File: src/rtl/mul_add_seq_pkg.sv
// mul_add_seq_pkg
// Shared constants and types for the shift-and-add multiply-accumulate
// block. The width helpers are also used by div_restoring, which keeps the
// two blocks width-matched when one checks the other.
//   DEF_WA / DEF_WB : default multiplicand / multiplier widths
//   rem_width()     : remainder/addend width derived from the multiplier width
//   prod_width()    : product width derived from both operand widths
//   state_t         : FSM encoding shared by the sequential datapaths
package mul_add_seq_pkg;

  localparam int DEF_WA = 8;
  localparam int DEF_WB = 4;

  // The divider remainder is one bit wider than the divisor.
  function automatic int rem_width(input int wb);
    return wb + 1;
  endfunction

  // With WA > WB, q*b + r always fits in WA+WB bits.
  function automatic int prod_width(input int wa, input int wb);
    return wa + wb;
  endfunction

  localparam int DEF_WR = rem_width(DEF_WB);
  localparam int DEF_WP = prod_width(DEF_WA, DEF_WB);

  typedef enum logic [1:0] {
    IDLE = 2'd0,
    RUN  = 2'd1,
    DONE = 2'd2
  } state_t;

endpackage

File: src/rtl/mul_add_seq_if.sv
// mul_add_seq_if
// Start/busy/ready handshake and operand/result bus of mul_add_seq.
//   start : request, taken only when the block is idle or done
//   q     : multiplicand (WA bits)
//   b     : multiplier (WB bits)
//   r     : addend (WR bits)
//   p     : result (WP bits), valid while ready is high
//   busy  : iterating
//   ready : result valid, held until the next accepted start
//   count : iterations completed (WC bits)
// Modports: master drives the request side, slave is the mul_add_seq side.
interface mul_add_seq_if
  import mul_add_seq_pkg::*;
#(
  parameter int WA = DEF_WA,
  parameter int WB = DEF_WB
);

  localparam int WR = rem_width(WB);
  localparam int WP = prod_width(WA, WB);
  localparam int WC = $clog2(WB + 1);

  logic          start;
  logic [WA-1:0] q;
  logic [WB-1:0] b;
  logic [WR-1:0] r;
  logic [WP-1:0] p;
  logic          busy;
  logic          ready;
  logic [WC-1:0] count;

  modport master (
    output start, q, b, r,
    input  p, busy, ready, count
  );

  modport slave (
    input  start, q, b, r,
    output p, busy, ready, count
  );

endinterface

File: src/rtl/mul_add_seq_step.sv
// mul_add_step
// One combinational shift-and-add iteration: sum = acc + (mbit ? mcand : 0).
//   acc   : running partial sum (WP bits)
//   mcand : multiplicand already shifted into position (WP bits)
//   mbit  : current multiplier bit
//   sum   : next partial sum (WP bits, unsigned, cannot overflow)
module mul_add_step #(
  parameter int WP = 12
) (
  input  logic [WP-1:0] acc,
  input  logic [WP-1:0] mcand,
  input  logic          mbit,
  output logic [WP-1:0] sum
);

  assign sum = acc + (mbit ? mcand : '0);

endmodule

File: src/rtl/mul_add_seq.sv
// mul_add_seq
// Sequential multiply-accumulate p = q*b + r, one multiplier bit per clock.
// It rebuilds a dividend from the quotient, divisor and remainder of
// div_restoring, so it can check that divider or act as a small multiplier.
//   clk  : rising-edge clock
//   clrn : asynchronous active-low reset
//   bus  : mul_add_seq_if slave (start/q/b/r in, p/busy/ready/count out)
// The run always takes WB iterations, even for b = 0, so the latency from an
// accepted start to ready is fixed at WB cycles.
module mul_add_seq
  import mul_add_seq_pkg::*;
#(
  parameter int WA = DEF_WA,
  parameter int WB = DEF_WB
) (
  input  logic     clk,
  input  logic     clrn,
  mul_add_seq_if.slave bus
);

  localparam int WR = rem_width(WB);
  localparam int WP = prod_width(WA, WB);
  localparam int WC = $clog2(WB + 1);

  localparam logic [WC-1:0] LAST_ITER = WC'(WB - 1);

  state_t        state;
  logic [WP-1:0] acc;
  logic [WP-1:0] mcand;
  logic [WB-1:0] mplier;
  logic [WC-1:0] count;
  logic          busy;
  logic          ready;
  logic [WP-1:0] acc_next;

  mul_add_step #(.WP(WP)) u_step (
    .acc   (acc),
    .mcand (mcand),
    .mbit  (mplier[0]),
    .sum   (acc_next)
  );

  // Control and datapath in one block. Operands are captured only on an
  // accepted start (IDLE or DONE); in RUN a start is ignored. The edge that
  // completes iteration WB moves to DONE and swaps busy for ready in the same
  // cycle, so the two flags are never high together.
  always_ff @(posedge clk or negedge clrn) begin
    if (!clrn) begin
      state  <= IDLE;
      acc    <= '0;
      mcand  <= '0;
      mplier <= '0;
      count  <= '0;
      busy   <= 1'b0;
      ready  <= 1'b0;
    end else begin
      case (state)
        IDLE, DONE: begin
          if (bus.start) begin
            acc    <= WP'(bus.r);
            mcand  <= WP'(bus.q);
            mplier <= bus.b;
            count  <= '0;
            busy   <= 1'b1;
            ready  <= 1'b0;
            state  <= RUN;
          end
        end
        RUN: begin
          acc    <= acc_next;
          mcand  <= mcand << 1;
          mplier <= mplier >> 1;
          count  <= count + WC'(1);
          if (count == LAST_ITER) begin
            busy  <= 1'b0;
            ready <= 1'b1;
            state <= DONE;
          end
        end
        default: begin
          state <= IDLE;
        end
      endcase
    end
  end

  // Partial sums show on p during RUN; only ready qualifies them.
  assign bus.p     = acc;
  assign bus.busy  = busy;
  assign bus.ready = ready;
  assign bus.count = count;

endmodule

File: src/flat_wrapper.sv
// flat-port wrapper written by rule: the top's interface ports become plain ports
module mul_add_seq_flat import mul_add_seq_pkg::*;
#(
  parameter int WA = DEF_WA,
  parameter int WB = DEF_WB
)
  (clk, clrn, bus_start, bus_q, bus_b, bus_r, bus_p, bus_busy, bus_ready, bus_count);
  mul_add_seq_if #(.WA(WA), .WB(WB)) bus_i ();
  input  logic clk;
  input  logic clrn;
  input wire logic [$bits(bus_i.start)-1:0] bus_start;
  input wire logic [$bits(bus_i.q)-1:0] bus_q;
  input wire logic [$bits(bus_i.b)-1:0] bus_b;
  input wire logic [$bits(bus_i.r)-1:0] bus_r;
  output wire logic [$bits(bus_i.p)-1:0] bus_p;
  output wire logic [$bits(bus_i.busy)-1:0] bus_busy;
  output wire logic [$bits(bus_i.ready)-1:0] bus_ready;
  output wire logic [$bits(bus_i.count)-1:0] bus_count;
  assign bus_i.start = bus_start;
  assign bus_i.q = bus_q;
  assign bus_i.b = bus_b;
  assign bus_i.r = bus_r;
  assign bus_p = bus_i.p;
  assign bus_busy = bus_i.busy;
  assign bus_ready = bus_i.ready;
  assign bus_count = bus_i.count;
  mul_add_seq #(.WA(WA), .WB(WB)) u_core (.clk(clk), .clrn(clrn), .bus(bus_i));
endmodule
File: config.mk
export PLATFORM = sky130hd
export DESIGN_NAME = mul_add_seq_flat
export DESIGN_NICKNAME = d
export VERILOG_FILES = /design/src/rtl/mul_add_seq_pkg.sv /design/src/rtl/mul_add_seq_if.sv /design/src/rtl/mul_add_seq_step.sv /design/src/rtl/mul_add_seq.sv /design/src/flat_wrapper.sv
export SDC_FILE = /design/constraint.sdc
export NUM_CORES = 1
export LEC_CHECK = 0
export CORE_MARGIN = 1.5
export CORE_UTILIZATION = 37
export CTS_CLUSTER_SIZE = 14
export DETAILED_ROUTE_END_ITERATION = 8
export DONT_BUFFER_PORTS = 1
export PLACE_DENSITY = 0.49
export SETUP_SLACK_MARGIN = 0.5
export SKIP_LAST_GASP = 1
export SLEW_MARGIN = 20
export SYNTH_ARGS = -nofsm -noshare
export SYNTH_HDL_FRONTEND = slang
export SYNTH_SLANG_ARGS = --single-unit
File: constraint.sdc
create_clock -name clk -period 6.1 [get_ports clk]
set_input_delay 1.22 -clock clk [delete_from_list [all_inputs] [get_ports clk]]
set_output_delay 1.22 -clock clk [all_outputs]
set_load 0.05 [all_outputs]
==> implementation parameters <==
Parameter                              Value

CTS
  # hold bufs at CTS    0
  Number of instances resized during post-cts repair    0
  Clock transition at the registers of the reported paths    0.08 ns
  Buffer type at the clock tree root    sky130_fd_sc_hd__clkbuf_8
  Sink Count    35
  Clock tree from TritonCTS    built
  Number of buffers created by CTS    5
  Post-CTS setup buffers    0
  CTS H-Tree Depth    2
  Number of buffers between clock root and the deepest sink    2
  Clock Latency Late Sink    0.29 ns

Floorplan
  Area of the core region    5140 um^2
  Die Ht    76.3 um
  Row count    26
  Die Outline Area    5820 um^2
  Starting density of the core    38.7%
  Number of ports placed on the die boundary    37
  Width of the die    76.3 um

Critical path
  Cell type of the slowest stage on the worst timing path    sky130_fd_sc_hd__dfrtp_1
  Worst path required time    6.27 ns
  CP cell instances    ha_1 -> inv_1 -> fa_1 -> nor2b_1 -> o31ai_1 -> a21oi_1 -> mux2i_1 -> nand2_1
  Worst Path Max Fanout    3
  CP Buf/Inv Count    1
  Sort of element at the start of the critical path    flip-flop
  Crit end category    flip-flop
  Worst EP arrival    2.54 ns
  Max incr delay on CP    0.67 ns
  Start of the worst register-to-register path    u_core.bus.p[0]$_DFFE_PN0P_
  Crit Path Class    reg2reg
  Source of the critical timing path    u_core.bus.p[0]$_DFFE_PN0P_
  Kind of cell adding the most delay to the critical path    adder cells

Global route
  GR Overflow Total    0
  Global-route wire length before repair    7450 um
  Vias in the first global route    1461
  Combined global-route utilization of all metal layers    16.3%
  Largest net degree at the start of global routing    36
  Initial antenna violation count    0

Drt
  Detail-routed via count per cell    5.38
  Met3 WL post-DR    317 um
  M1 wire length    2030 um
  Highest routed metal layer    met4
  First-pass DRT Iterations    4
  Routed wire length per instance    16.1 um
  DR DRC count    0
  Total via count in the routed design    1485
  Post-DRT Antenna Nets    0
  Post-detailed-routing wire length    4430 um
  DRT iter0 DRCs    93
  DR WL met2    2040 um

Yosys
  Count of warnings emitted by yosys    0
  Total nets after synthesis    243
  Dominant combinational cell family by area after synthesis    compound AO/OA/AOI/OAI gates
  Fraction of the mapped netlist area in compound gates    19.2%
  Adder-cell share of the synthesized area    9.19%
  Register bit total from synthesis    35
  Number of library cell types mapped by synthesis    40
  Number of flops mapped to enable cells by yosys    0
  Async set-reset flop share out of synthesis    100%
  Dominant cell type by area after synthesis    sky130_fd_sc_hd__dfrtp_1
  Post-Synth XOR/XNOR Area    3.97%
  Cells taking the most area after synthesis    sky130_fd_sc_hd__dfrtp_1, sky130_fd_sc_hd__ha_1, sky130_fd_sc_hd__nand2_1
  Count of mapped cells out of synthesis    209
  Fraction of post-synthesis cell area in the top cell type by area    44.1%
  Most numerous cell in the Yosys netlist    sky130_fd_sc_hd__dfrtp_1
  Post-synthesis sequential area ratio    44.1%
  Fraction of synthesized area in multiplexers    1.51%
  Area share of and/or/nand/nor cells after synthesis    17.8%
  Avg Cell Area, Syn    9.51 um^2
  Most used flip-flop cell after synthesis    sky130_fd_sc_hd__dfrtp_1
  Mapped cell area    1990 um^2
  List of most frequent post-synthesis cells    sky130_fd_sc_hd__dfrtp_1, sky130_fd_sc_hd__nand2_1, sky130_fd_sc_hd__nor2_1, sky130_fd_sc_hd__ha_1, sky130_fd_sc_hd__a21oi_1

Timing
  Worst Clk Skew    0.00761 ns
  RSZ-0062 raised after global routing    false
  Fraction of the cycle the final worst path needs    38.7%
  Number of hold violations in the final report    0
  Slew @ Worst Pin    0.952 ns
  Sum Neg Setup Slack    0 ns
  # setup viols final    0
  Highest attainable clock frequency    424 MHz
  Final Slew Violations    0
  Slew Limit Headroom    36.4%
  Minimum period implied by the final worst setup slack    2.36 ns

Layout
  Final layout net count    239
  Area added between synthesis and finish    6.55%
  Share of cells above drive strength 1    7.77%
  Number of antenna diodes    0

Outcome
  Status    complete, no violations

Worst hold path
  Worst hold path type    reg2reg
  Hold wc startpoint    u_core.state[1]$_DFFE_PN0P_

Place
  Last weighted congestion value of the routability-driven placer    0.826
  IO buf count    0
  HPWL after DPL    3140 um

Run
  Max capacitance violation total    0
-- final cells by class --
| class | count | area [um^2] |
|---|---|---|
| Sequential cell | 35 | 876 |
| Clock inverter | 3 | 43.8 |
| Multi-Input combinational cell | 159 | 1030 |
| Fill cell | 535 | 3020 |
| Tap cell | 70 | 87.6 |
| Clock buffer | 5 | 68.8 |
| Inverter | 4 | 15.0 |
-- layer usage --
metal  up-vias  GRT usage, %
li1        730             -
met1       714          22.0
met2        36          24.2
met3         5          6.23
met4         0          5.00
met5         -             0
-- flip-flops by register name (all words and copies together) (netlist names) --
register          count
u_core.bus.count      3
u_core.bus.ready      1
u_core.mcand         12
u_core.bus.p         12
u_core.mplier         4
u_core.bus.busy       1
u_core.state          2
-- through the flow --
step / cell area [um^2] / cells / hold WS, ns / utilization (%) / setup slack, ns
floorplan: 1990 / 209 / 0.459 / - / 4.00
global placement: 2000 / 268 / 0.478 / 39.0 / 3.52
detailed placement: 2000 / 268 / 0.487 / 39.0 / 3.48
CTS: 2120 / 276 / 0.506 / 41.2 / 3.74
global route: 2120 / 276 / 0.536 / 41.2 / 3.60
finish: 2120 / 276 / 0.503 / 41.2 / 3.74
-- tightest hold or removal path: cells and delay by family, from the launching register on --
family	cells	cell delay [ns]
DFF	1	0.37
and+or+nand+nor	2	0.10
-- logic make-up (layout without fill, tap and decap cells) --
family,after synthesis,in the layout
fa+ha+maj,14,14
simple gates,77,77
flops,35,35
compound gates,56,56
buf+inv,15,12
xor+xnor,9,9
mux,3,3
-- worst paths after layout --
path,endpoint,slack [ns],cells past startpoint
max in group asynchronous,u_core.bus.count[1]$_DFFE_PN0P_,5.40,0
min in group asynchronous,u_core.bus.p[1]$_DFFE_PN0P_,0.61,0
worst min register to register,u_core.state[1]$_DFFE_PN0P_,0.50,2
worst max register to register,u_core.bus.p[10]$_DFFE_PN0P_,3.74,8
worst min-delay path,u_core.state[1]$_DFFE_PN0P_,0.50,2
worst max-delay path,u_core.bus.p[10]$_DFFE_PN0P_,3.74,8
-- cells in the final DEF, fill, tap and decap left out, types with 2 or more instances in the layout --
cell	netlist	routed
sky130_fd_sc_hd__dfrtp_1	35	35
sky130_fd_sc_hd__nor3_1	2	2
sky130_fd_sc_hd__nand2_1	26	26
sky130_fd_sc_hd__a31oi_1	2	2
sky130_fd_sc_hd__nor2_1	26	26
sky130_fd_sc_hd__a22o_1	8	8
sky130_fd_sc_hd__o21ai_0	5	5
sky130_fd_sc_hd__mux2i_1	3	3
sky130_fd_sc_hd__clkbuf_8	0	5
sky130_fd_sc_hd__xnor2_1	6	6
sky130_fd_sc_hd__ha_1	13	13
sky130_fd_sc_hd__a21o_1	2	2
sky130_fd_sc_hd__xor2_1	3	3
sky130_fd_sc_hd__and2_1	10	10
sky130_fd_sc_hd__o211ai_2	2	2
sky130_fd_sc_hd__inv_1	4	4
sky130_fd_sc_hd__a21oi_1	12	12
sky130_fd_sc_hd__nor2b_1	3	3
sky130_fd_sc_hd__nand4_1	2	2
sky130_fd_sc_hd__nand2b_1	2	2
sky130_fd_sc_hd__a22oi_1	2	2
sky130_fd_sc_hd__o22ai_1	11	11
sky130_fd_sc_hd__o21ai_1	5	5
Power is not shown: default switching activity piles up to over one toggle a cycle in this logic, so the estimate is an artifact.
